==> src/rtl/sat_stat.sv <==
// Power-of-two saturator with per-sample clamp flags, sticky flags and a saturating event counter.
// Latency: 1 cycle from in/in_valid to out/out_valid/pos_sat/neg_sat; statistics update on the same edge.
// Backpressure: none; a sample is accepted every cycle in_valid is high, and out holds while in_valid is low.
module sat_stat #(
  parameter int RES  = 14,
  parameter int LW   = 4,
  parameter int CNTW = 16
) (
  input  logic            clk,
  input  logic            rst,
  input  logic            in_valid,
  input  logic [RES-1:0]  in,
  input  logic [LW-1:0]   lim,
  input  logic            sym,
  input  logic            clr,
  output logic [RES-1:0]  out,
  output logic            out_valid,
  output logic            pos_sat,
  output logic            neg_sat,
  output logic            sticky_pos,
  output logic            sticky_neg,
  output logic [CNTW-1:0] sat_cnt
);

  // Largest usable exponent: 2^(RES-1)-1 is the top of the signed range.
  localparam logic [LW-1:0]   EMAX    = LW'(RES - 1);
  localparam logic [CNTW-1:0] CNT_TOP = {CNTW{1'b1}};

  logic [LW-1:0]   w_e;
  logic [RES-1:0]  w_pow;
  logic [RES-1:0]  w_max;
  logic [RES-1:0]  w_min;
  logic            w_pos;
  logic            w_neg;
  logic [RES-1:0]  w_out;
  logic [CNTW-1:0] w_cnt_base;
  logic            w_spos_base;
  logic            w_sneg_base;

  logic [RES-1:0]  r_out;
  logic            r_out_valid;
  logic            r_pos_sat;
  logic            r_neg_sat;
  logic            r_sticky_pos;
  logic            r_sticky_neg;
  logic [CNTW-1:0] r_sat_cnt;

  // Derive the clamp bounds from the live limit registers and clamp the sample.
  // At e = RES-1 the pow value wraps to the most negative code, which is exactly
  // the full-range minimum, and pow-1 is the full-range maximum.
  always_comb begin
    w_e   = (lim > EMAX) ? EMAX : lim;
    w_pow = RES'(1) << w_e;
    w_max = w_pow - RES'(1);
    w_min = sym ? (RES'(0) - w_max) : (RES'(0) - w_pow);
    w_pos = $signed(in) > $signed(w_max);
    w_neg = $signed(in) < $signed(w_min);
    w_out = in;
    if (w_pos) begin
      w_out = w_max;
    end else if (w_neg) begin
      w_out = w_min;
    end
  end

  // Clear takes effect first so an event in the same cycle is counted after it.
  always_comb begin
    w_cnt_base  = clr ? '0 : r_sat_cnt;
    w_spos_base = clr ? 1'b0 : r_sticky_pos;
    w_sneg_base = clr ? 1'b0 : r_sticky_neg;
  end

  // Output register stage: hold the last sample when no valid input arrives.
  always_ff @(posedge clk) begin
    if (rst) begin
      r_out       <= '0;
      r_out_valid <= 1'b0;
      r_pos_sat   <= 1'b0;
      r_neg_sat   <= 1'b0;
    end else begin
      r_out_valid <= in_valid;
      r_pos_sat   <= in_valid & w_pos;
      r_neg_sat   <= in_valid & w_neg;
      if (in_valid) begin
        r_out <= w_out;
      end
    end
  end

  // Host statistics: sticky flags and a non-wrapping clamp-event counter.
  always_ff @(posedge clk) begin
    if (rst) begin
      r_sticky_pos <= 1'b0;
      r_sticky_neg <= 1'b0;
      r_sat_cnt    <= '0;
    end else begin
      r_sticky_pos <= w_spos_base | (in_valid & w_pos);
      r_sticky_neg <= w_sneg_base | (in_valid & w_neg);
      if (in_valid && (w_pos || w_neg) && (w_cnt_base != CNT_TOP)) begin
        r_sat_cnt <= w_cnt_base + CNTW'(1);
      end else begin
        r_sat_cnt <= w_cnt_base;
      end
    end
  end

  assign out        = r_out;
  assign out_valid  = r_out_valid;
  assign pos_sat    = r_pos_sat;
  assign neg_sat    = r_neg_sat;
  assign sticky_pos = r_sticky_pos;
  assign sticky_neg = r_sticky_neg;
  assign sat_cnt    = r_sat_cnt;

endmodule

==> config.mk <==
export PLATFORM = sky130hd
export DESIGN_NAME = sat_stat
export DESIGN_NICKNAME = d
export VERILOG_FILES = /design/src/rtl/sat_stat.sv
export SDC_FILE = /design/constraint.sdc
export NUM_CORES = 1
export LEC_CHECK = 0
export ABC_AREA = 1
export BUFFER_PORTS_ARGS = -buffer_cell sky130_fd_sc_hd__buf_2
export CORE_MARGIN = 5
export CORE_UTILIZATION = 53
export CTS_CLUSTER_SIZE = 8
export DETAILED_ROUTE_END_ITERATION = 10
export PLACE_DENSITY = 0.78
export SETUP_SLACK_MARGIN = 0.4
export SYNTH_ARGS = -nofsm -noshare
export SYNTH_HDL_FRONTEND = slang
export SYNTH_SLANG_ARGS = --single-unit
==> constraint.sdc <==
create_clock -name clk -period 4.59 [get_ports clk]
set_input_delay 0.918 -clock clk [delete_from_list [all_inputs] [get_ports clk]]
set_output_delay 0.918 -clock clk [all_outputs]
set_load 0.1 [all_outputs]
==> impl_metrics.yaml, run 1 <==
floorplanning:
  core_um2: 6760
  dieArea_um2: 8700
  dieHeight_um: 93.3
  num_rows: 30
  io-pin-count: 58
  die_x_um: 93.3
  start_util: 0.544
status:
  status: "finished clean"
grt:
  grt_pass1_vias: 4030
  grt_antenna_before_repair: 0
  grt_first_pass_wirelength_mm: 18.3
  grt_usage: 0.257
  gr-total-overflow: 0
  grt_max_degree: 21
logic_synthesis:
  synth_cell_type_count: 45
  synth_ff_type: "dfxtp_1"
  synth_seq_cells: 35
  syn-num-nets: 637
  yosysWarnings: 0
  async_flop_share: 0
  synth_area_per_cell_um2: 6.28
  ys_seq_area_frac: 0.191
  mappedNetlistArea_um2: 3670
  synth-edff-count: 0
  syn_inst: 585
cts:
  cts_hold_buf: 0
  clockRootBuffer: "clkbuf_8"
  max-clock-path-buffers: 2
  htreeDepth: 2
  numCtsBuffers: 5
  clkTransAtPathRegs_ns: 0.07
  worstSkewPairLatency_ns: 0.29
  cts_tree: "built"
  cts.sinks: 35
place:
  placed_area_um2: 4160
  hpwl_mm: 8.80
  gp_congestion: 0.976
  port_buffers: 57
timing:
  hold_viol: 0
  fin_crit_ns: 4.09
  fmax_mhz: 244
  fin_tns_setup_ns: 0
  fin_crit_sh: 0.892
  rsz0062_at_grt: "true"
  setup_viol: 0
  finalMaxSlewViolations: 0
  worst_clock_skew_ns: 0.00222
  worst_pin_slew_ns: 1.17
  slew_headroom: 0.219
power:
  p_leak_nw: 2.34
  power_w: 0.00117
  powerDensity_nw_per_um2: 249
  ir_drop_v: 0.000196
setup_path:
  cp_max_fo: 9
  cp-end-kind: "register"
  cp-start-kind: "input port"
  cp.required_ns: 4.77
  crit_arrival_ns: 4.27
  path_class: "in2reg"
route:
  drtIter0Drc: 405
  wl_per_cell_um: 15.6
  drtAntennaViolNets: 0
  drcViolationCount: 0
  routed_wl_mm: 11.8
  drt-pass1-iter-count: 5
  routed_via_density: 5.79
  vias: 4377
cells_and_area:
  diodes: 0
  area_growth_pct: 27.6
  multi_input_area_um2: 2790
  n_fill_cell: 553
  fin_nets: 727
  stdcell_area_um2: 4690
  seq_area_um2: 701
  drive_gt1_frac: 0.309
  final_common_cell: "nand2_1"
  final_cell_mix: "nand2_1 (127), inv_1 (78), nand3_1 (61)"
worst_hold_path:
  hold_path_class: "reg2reg"
job:
  cap_violations: 0
==> sequential cells by signal, indices dropped and copies added (netlist names) <==
register / cells
sat_cnt: 16
out: 14
neg_sat: 1
out_valid: 1
pos_sat: 1
sticky_neg: 1
sticky_pos: 1
==> cells in the mapped netlist (4+ instances only) <==
| library cell | n | area [um^2] |
|---|---|---|
| nor2_1 | 55 | 206 |
| nand2_2 | 16 | 100 |
| buf_4 | 4 | 30.0 |
| clkbuf_1 | 8 | 30.0 |
| nor3_1 | 11 | 55.1 |
| nand3_1 | 71 | 355 |
| o21ai_0 | 17 | 85.1 |
| nand4_1 | 20 | 125 |
| xor2_1 | 16 | 140 |
| a21oi_1 | 22 | 110 |
| inv_1 | 83 | 312 |
| a21oi_2 | 10 | 87.6 |
| ha_1 | 29 | 363 |
| nand2_1 | 138 | 518 |
| inv_2 | 5 | 18.8 |
| nand3_2 | 5 | 50.1 |
| dfxtp_1 | 35 | 701 |
==> path summary, 6_finish.rpt <==
kind,startpoint,endpoint,slack (ns),cells after the start
min,sticky_pos,sticky_pos,0.47,2
min reg2reg,sticky_pos,sticky_pos,0.47,2
max,lim[3],out[3],0.50,27
max reg2reg,sat_cnt[0],sat_cnt[5],1.53,11
==> area by class of cell <==
type,count,area share
inverter,89,0.0731
multi-input combinational,445,0.595
timing repair buffer,99,0.139
clock buffer,8,0.0214
tap,80,0.0214
sequential,35,0.149
==> worst max-delay path, cell delays in order <==
cell and delay (ns):
buf_8 0.10, buf_4 0.18, nor2_4 0.19, nand2_1 0.19, nand3_1 0.16, nand2_2 0.08
nand2_2 0.09, nand2_1 0.09, inv_1 0.13, nand3_2 0.13, nor2_4 0.18, nand2_1 0.07
nand2_1 0.07, nand2_2 0.07, inv_2 0.07, ha_4 0.19, nand2_1 0.06, inv_1 0.04
o21ai_1 0.12, nand2_1 0.07, a21oi_2 0.15, nand3b_1 0.16, nand2_4 0.13, clkinvlp_4 0.17
buf_4 0.18, o2111ai_2 0.19, nand2_1 0.08
==> routing by layer <==
metal	vias up	global-route usage	wire [um]
met5	-	0	0
li1	2095	-	-
met1	1988	0.360	5030
met2	259	0.415	5350
met4	0	0.0574	249
met3	35	0.0418	1140
==> through the flow <==
stage / setup slack, ns / utilization / hold slack, ns / std cells
finish: 0.496 / 0.694 / 0.472 / 756
global route: 0.296 / 0.694 / 0.489 / 756
CTS: 0.405 / 0.648 / 0.474 / 746
detailed placement: -0.0443 / 0.616 / 0.464 / 727
global placement: 0.102 / 0.616 / 0.455 / 727
floorplan: 0.402 / - / 0.892 / 585
==> timing repair <==
item	4_1_cts	5_1_grt
cloned	1	1
setup buffers	10	9
endpoints found under the setup margin	28	32
pin swaps	11	33
resized for setup	11	62
==> cell families (layout without fill, tap and decap cells) <==
logic type | count (synthesis) | after routing | share of synthesized area
compound gates | 58 | 58 | 0.0974
xor+xnor | 19 | 19 | 0.0453
fa+ha+maj | 29 | 29 | 0.0988
buf+inv | 107 | 196 | 0.123
flops | 35 | 35 | 0.191
other cells | 1 | 1 | 0.00102
simple gates | 336 | 338 | 0.444
==> report_power, final <==
| group | total [W] | switching [W] | internal (W) |
|---|---|---|---|
| registers | 0.000335 | 0.0000109 | 0.000324 |
| logic | 0.000585 | 0.000413 | 0.000172 |
| clock network | 0.000250 | 0.000113 | 0.000137 |
| total | 0.00117 | 0.000537 | 0.000633 |
Power figures use the tool's default switching activity.
==> run 2, diff against run 1 <==
- ABC_AREA: 1 -> not set
- CORE_UTILIZATION: 53 -> 51
- GPL_TIMING_DRIVEN: not set -> 0
- PLACE_DENSITY: 0.78 -> 0.77
==> run 2 against run 1 <==
The run now ends with negative setup slack left. Synthesized area decreased by 16%. Non-clock buffer count is 35 higher. Register-to-register slack got worse by 0.24 ns. Global-route usage is 1.9 points higher. Via count shrank 12%.
==> impl_metrics.yaml, run 2 <==
timing:
  whs_ns: 0.459
  fin_crit_ns: 4.89
  worst_clock_skew_ns: 0.0103
  setup_viol: 30
  fin_tns_setup_ns: -6.12
  rsz0062_at_grt: "true"
  final.setup.worst_slack_ns: -0.302
  fin_crit_sh: 1.07
  worst_pin_slew_ns: 1.43
  slew_headroom: 0.0350
  hold_viol: 0
  finalMaxSlewViolations: 0
  fmax_mhz: 204
grt:
  grt_first_pass_wirelength_mm: 16.8
  grt_usage: 0.277
  grt_pass1_vias: 3558
  grt_max_degree: 12
  gr-total-overflow: 0
  grt_antenna_before_repair: 0
power:
  ir_drop_v: 0.000243
  power_w: 0.00118
  powerDensity_nw_per_um2: 254
  p_leak_nw: 1.94
cts:
  worstSkewPairLatency_ns: 0.29
  clkTransAtPathRegs_ns: 0.08
  htreeDepth: 2
  cts_hold_buf: 0
  max-clock-path-buffers: 2
  clockRootBuffer: "clkbuf_8"
  numCtsBuffers: 5
  cts_tree: "built"
  cts.sinks: 35
setup_path:
  cp.required_ns: 4.75
  r2r-start: "sat_cnt[8]"
  critPathSlowestCell: "ha_1"
  path_class: "in2reg"
  crit_top_cell: "buf_6"
  cp-start-kind: "input port"
  reg2reg_depth: 9
  r2r_slack_ns: 1.29
  r2r-end: "sat_cnt[9]"
  crit_arrival_ns: 5.05
  slowest_delay_ns: 0.35
  path_cells: "buf_8 -> buf_6 -> nor4_4 -> inv_2 -> ha_4 -> mux2_4 -> ha_4 -> o211ai_1 -> buf_4 -> nor2_1 -> xnor2_1 -> ha_1 -> nand3_2 -> a311oi_1 -> nor2_1 -> a31oi_2 -> buf_4 -> buf_6 -> buf_6 -> o21ai_4 -> o41ai_4 -> o221ai_1 -> a21oi_1 -> nor3_1"
  cp_max_fo: 4
  cp-end-kind: "register"
place:
  port_buffers: 54
  gp_congestion: 0.941
  hpwl_mm: 7.20
  place_ws_ns: -1.15
route:
  wl_per_cell_um: 19.4
  routed_wl_mm: 11.6
  vias: 3864
  drtIter0Drc: 314
  routed_via_density: 6.43
  drtAntennaViolNets: 0
  drt-pass1-iter-count: 6
  drcViolationCount: 0
logic_synthesis:
  synth_most_common_cell: "nand2_1"
  synth_ff_type: "dfxtp_1"
  ys_seq_area_frac: 0.226
  synthTopCellsByCount: "nand2_1 (42), nor2_1 (40), dfxtp_1 (35)"
  async_flop_share: 0
  syn_inst: 409
  synth_area_per_cell_um2: 7.57
  synth-edff-count: 0
  synth_top_cell_by_area: "dfxtp_1"
  synth_seq_cells: 35
  yosysTopAreaCellShare: 0.226
  synth.area.top_cells: "dfxtp_1 (23%), ha_1 (12%), a21oi_1 (5.3%), nand2_1 (5.1%), nor2_1 (4.9%)"
  yosysWarnings: 0
  synth_cell_type_count: 64
  syn-num-nets: 461
  mappedNetlistArea_um2: 3100
job:
  cap_violations: 0
floorplanning:
  core_um2: 5920
  num_rows: 28
  dieHeight_um: 87.9
  die_x_um: 87.9
  dieArea_um2: 7730
  start_util: 0.523
  io-pin-count: 58
cells_and_area:
  largest_reg_flops: 16
  fin_nets: 577
  diodes: 0
  final_cell_mix: "buf_2 (53), nand2_1 (40), buf_4 (40)"
  fin_util: 0.781
  final_common_cell: "buf_2"
  n_fill_cell: 392
  area_growth_pct: 49.4
  drive_gt1_frac: 0.401
worst_hold_path:
  hold_path_class: "reg2reg"
  hold-path-endpoint: "out[11]"
  hold_path.startpoint: "out[11]"
  min_delay_path_depth: 2
status:
  status: "complete, but fails checks"
  violations: "negative setup slack"
-- run 2: cell count changes after synthesis, moves of 9 or more --
cell,before,now
a21oi_2,10,1
xor2_1,16,2
a21oi_1,22,33
clkbuf_1,8,17
nand2_1,138,42
nor2_1,55,40
nand3_1,71,7
inv_1,83,15
nand4_1,20,4
nand2_2,16,0
-- run 2: kinds of logic after synthesis --
logic type	synth area share
AO/OA/AOI/OAI	0.294
XOR/XNOR	0.0368
adder cells (fa/ha/maj)	0.120
buffers and inverters	0.0606
flip-flops	0.226
multiplexers	0.0137
other	0.00121
AND/OR/NAND/NOR	0.247
-- run 2: per-layer routing --
metal,up-vias,GRT usage,part of all wire
li1,1741,-,-
met1,1786,0.320,0.35
met2,268,0.497,0.49
met3,69,0.0376,0.10
met4,0,0.134,0.055
met5,-,0,0
-- run 2: worst max-delay path: cells and delay by family --
kind                       cells  cell delay (ns)
AOI/OAI and AO/OA              7             1.35
muxes                          1             0.28
and+or+nand+nor                5             0.65
adders and majority gates      3             0.77
buffers and inverters          7             0.95
xor gates and xnor gates       1             0.14
-- run 2: power by group --
group          leakage, nW  total, W  switching, W  internal [W]
clock               0.0412  0.000223      0.000117      0.000106
combinational         1.61  0.000624      0.000383      0.000241
sequential           0.286  0.000329    0.00000816      0.000321
-- run 2: repair_timing --
item / in CTS / in global routing
resized for setup: 87 / 35
buffers inserted: 37 / 13
pin swaps: 39 / 30
cloned: 3 / 2
setup endpoints to repair: 34 / 34
-- run 2: final cells by class --
| type | count | area, um^2 | area share |
|---|---|---|---|
| buffer | 25 | 228 | 0.0493 |
| clock buffer | 6 | 72.6 | 0.0157 |
| clock inverter | 2 | 12.5 | 0.00271 |
| inverter | 18 | 71.3 | 0.0154 |
| multi-input combinational | 331 | 2630 | 0.569 |
| sequential | 35 | 701 | 0.152 |
| tap | 75 | 93.8 | 0.0203 |
| timing repair buffer | 109 | 815 | 0.176 |
-- run 2: how the worst max path moves through the flow --
stage                      start           to  slack [ns]  depth (start not counted)
final                     lim[1]       out[0]       -0.30                         24
after global routing      lim[1]   sat_cnt[6]       -0.36                         22
after CTS                 lim[1]  sat_cnt[15]       0.004                         20
after detailed placement  lim[3]  sat_cnt[15]       -1.15                         20
after global placement    lim[3]  sat_cnt[15]       -1.07                         20
after floorplan           lim[2]  sat_cnt[15]       -0.32                         19
-- run 2: through the flow --
stage                     instance area [um^2]  cells
final                                     4620    601
after CTS                                 4330    586
after detailed placement                  3540    538
after floorplan                           3180    409
after global routing                      4620    601
after global placement                    3540    538
==> run 3, diff against run 2 <==
- SETUP_SLACK_MARGIN: 0.4 -> 0.5
==> run 3 against run 2 <==
The flow still finishes with violations (negative setup slack). Critical path depth unchanged. Sequential cell count stayed put. First-iteration DRC count up 47%. Cell count decreased by 1.3%. Via count is 0.93% higher. Fmax up 1.3%. Global-route usage is 0.061 points higher. Combinational power down 3%. Register-to-register slack improved by 0.16 ns. Sequential power is essentially flat. Critical path type unchanged. Largest cell class unchanged. Largest power group unchanged.
==> impl_metrics.yaml, run 3 (synthesis gave the netlist of run 2 again) <==
route:
  routed_wl_mm: 11.9
  routed_via_density: 6.58
  wl_per_cell_um: 20.2
  drtAntennaViolNets: 0
  drt-pass1-iter-count: 7
  drtIter0Drc: 461
  vias: 3900
  drcViolationCount: 0
grt:
  grt_max_degree: 12
  grt_pass1_vias: 3567
  grt_antenna_before_repair: 0
  grt_usage: 0.277
  gr-total-overflow: 0
  grt_first_pass_wirelength_mm: 17.0
setup_path:
  cp-start-kind: "input port"
  cp_max_fo: 10
  cp_num_buf_inv: 8
  cp.required_ns: 4.75
  critPathSlowestCell: "a221oi_2"
  path_cells: "buf_8 -> buf_6 -> clkbuf_16 -> nand3b_1 -> ha_4 -> buf_6 -> and2_1 -> clkbuf_1 -> nand2_1 -> o31ai_1 -> o2bb2ai_1 -> xnor2_1 -> ha_1 -> o21ai_1 -> nor2_1 -> nor3_2 -> a31oi_2 -> nor2_2 -> a21oi_4 -> buf_6 -> buf_8 -> buf_4 -> a221oi_2 -> o32ai_2"
  crit_arrival_ns: 4.99
  crit_cells: 24
  cp-end-kind: "register"
  slowest_delay_ns: 0.34
  crit_top_cell: "buf_6"
  path_class: "in2reg"
  path_delay_family: "buffers and inverters"
  reg2reg_depth: 8
cells_and_area:
  multi_input_area_um2: 2720
  final_cell_mix: "buf_2 (53), nand2_1 (39), buf_4 (36), nor2_1 (36), dfxtp_1 (35)"
  fin_nets: 569
  diodes: 0
  area_growth_pct: 49.2
  seq_area_um2: 701
  drive_gt1_frac: 0.423
  fin_util: 0.780
  n_fill_cell: 386
  final_common_cell: "buf_2"
  largest_reg_flops: 16
cts:
  clkTransAtPathRegs_ns: 0.08
  cts_tree: "built"
  worstSkewPairLatency_ns: 0.29
  cts.sinks: 35
  max-clock-path-buffers: 2
  clockRootBuffer: "clkbuf_8"
  htreeDepth: 2
  numCtsBuffers: 5
  cts_hold_buf: 0
timing:
  fin_tns_setup_ns: -3.02
  worst_pin_slew_ns: 1.21
  fmax_mhz: 207
  slew_headroom: 0.181
  setup_viol: 28
  finalMaxSlewViolations: 0
  worst_clock_skew_ns: 0.00959
  fin_crit_ns: 4.83
  rsz0062_at_grt: "true"
  final.setup.worst_slack_ns: -0.239
  hold_viol: 0
  fin_crit_sh: 1.05
power:
  p_leak_nw: 1.90
  ir_drop_v: 0.000206
  powerDensity_nw_per_um2: 258
floorplanning:
  start_util: 0.523
  dieArea_um2: 7730
  num_rows: 28
  io-pin-count: 58
  dieHeight_um: 87.9
  die_x_um: 87.9
  core_um2: 5920
worst_hold_path:
  hold_path_class: "reg2reg"
  min_delay_path_depth: 1
place:
  hpwl_mm: 7.14
  port_buffers: 54
  place_ws_ns: -1.17
  gp_congestion: 0.932
job:
  cap_violations: 0
status:
  status: "complete, but fails checks"
  violations: "negative setup slack"
## run 3: cell count changes in the layout (fill, tap and decap cells not counted), sizes merged
cell / change
clkinvlp: -1
buf: -9
clkbuf: +1
bufbuf: +1
## run 3: layer usage
metal,vias up,routed length (um),global-route usage,part of all wire
met5,-,0,0,0
met4,0,660,0.106,0.055
met3,71,1070,0.0480,0.089
met2,269,5800,0.493,0.49
met1,1833,4420,0.330,0.37
li1,1727,-,-,-
## run 3: worst reg2reg max path, stage by stage, from the launching register on
cell	delay, ns
dfxtp_1	0.42
and3_1	0.25
nand2_1	0.11
nor3b_2	0.31
nand3_1	0.22
o41ai_1	1.08
a21oi_2	0.19
a311o_1	0.39
o41ai_1	0.07
## run 3: through the flow
stage / total power (W) / cells / area [um^2] / hold WS, ns
final: 0.00119 / 593 / 4620 / 0.453
after global routing: 0.00124 / 593 / 4620 / 0.476
after CTS: 0.00109 / 581 / 4230 / 0.457
after detailed placement: 0.000763 / 538 / 3540 / 0.439
after global placement: 0.000755 / 538 / 3540 / 0.437
after floorplan: 0.000671 / 409 / 3180 / 0.906
## run 3: report_power, final
group	switching, W	total (W)	internal [W]
clock network	0.000118	0.000255	0.000137
registers	0.00000894	0.000330	0.000321
logic	0.000382	0.000607	0.000225
## run 3: timing repair
| item | in CTS | in global routing |
|---|---|---|
| pin swaps | 33 | 42 |
| gates cloned | 2 | 1 |
| gates resized for setup | 68 | 61 |
| buffers inserted | 33 | 11 |
| setup endpoints to repair | 34 | 34 |
## run 3: cell type report
type                       instances  share of cell area
clock buffer                       7              0.0209
multi-input combinational        331               0.588
buffer                            25              0.0482
inverter                          18              0.0146
timing repair buffer             101               0.154
tap                               75              0.0203
sequential                        35               0.152
clock inverter                     1             0.00163
## run 3: path summary, 6_finish.rpt
path / to / from / slack [ns]
max: out[7] / lim[1] / -0.24
min: sticky_pos / sticky_pos / 0.45
max reg2reg: sat_cnt[3] / sat_cnt[8] / 1.45
min reg2reg: sticky_pos / sticky_pos / 0.45
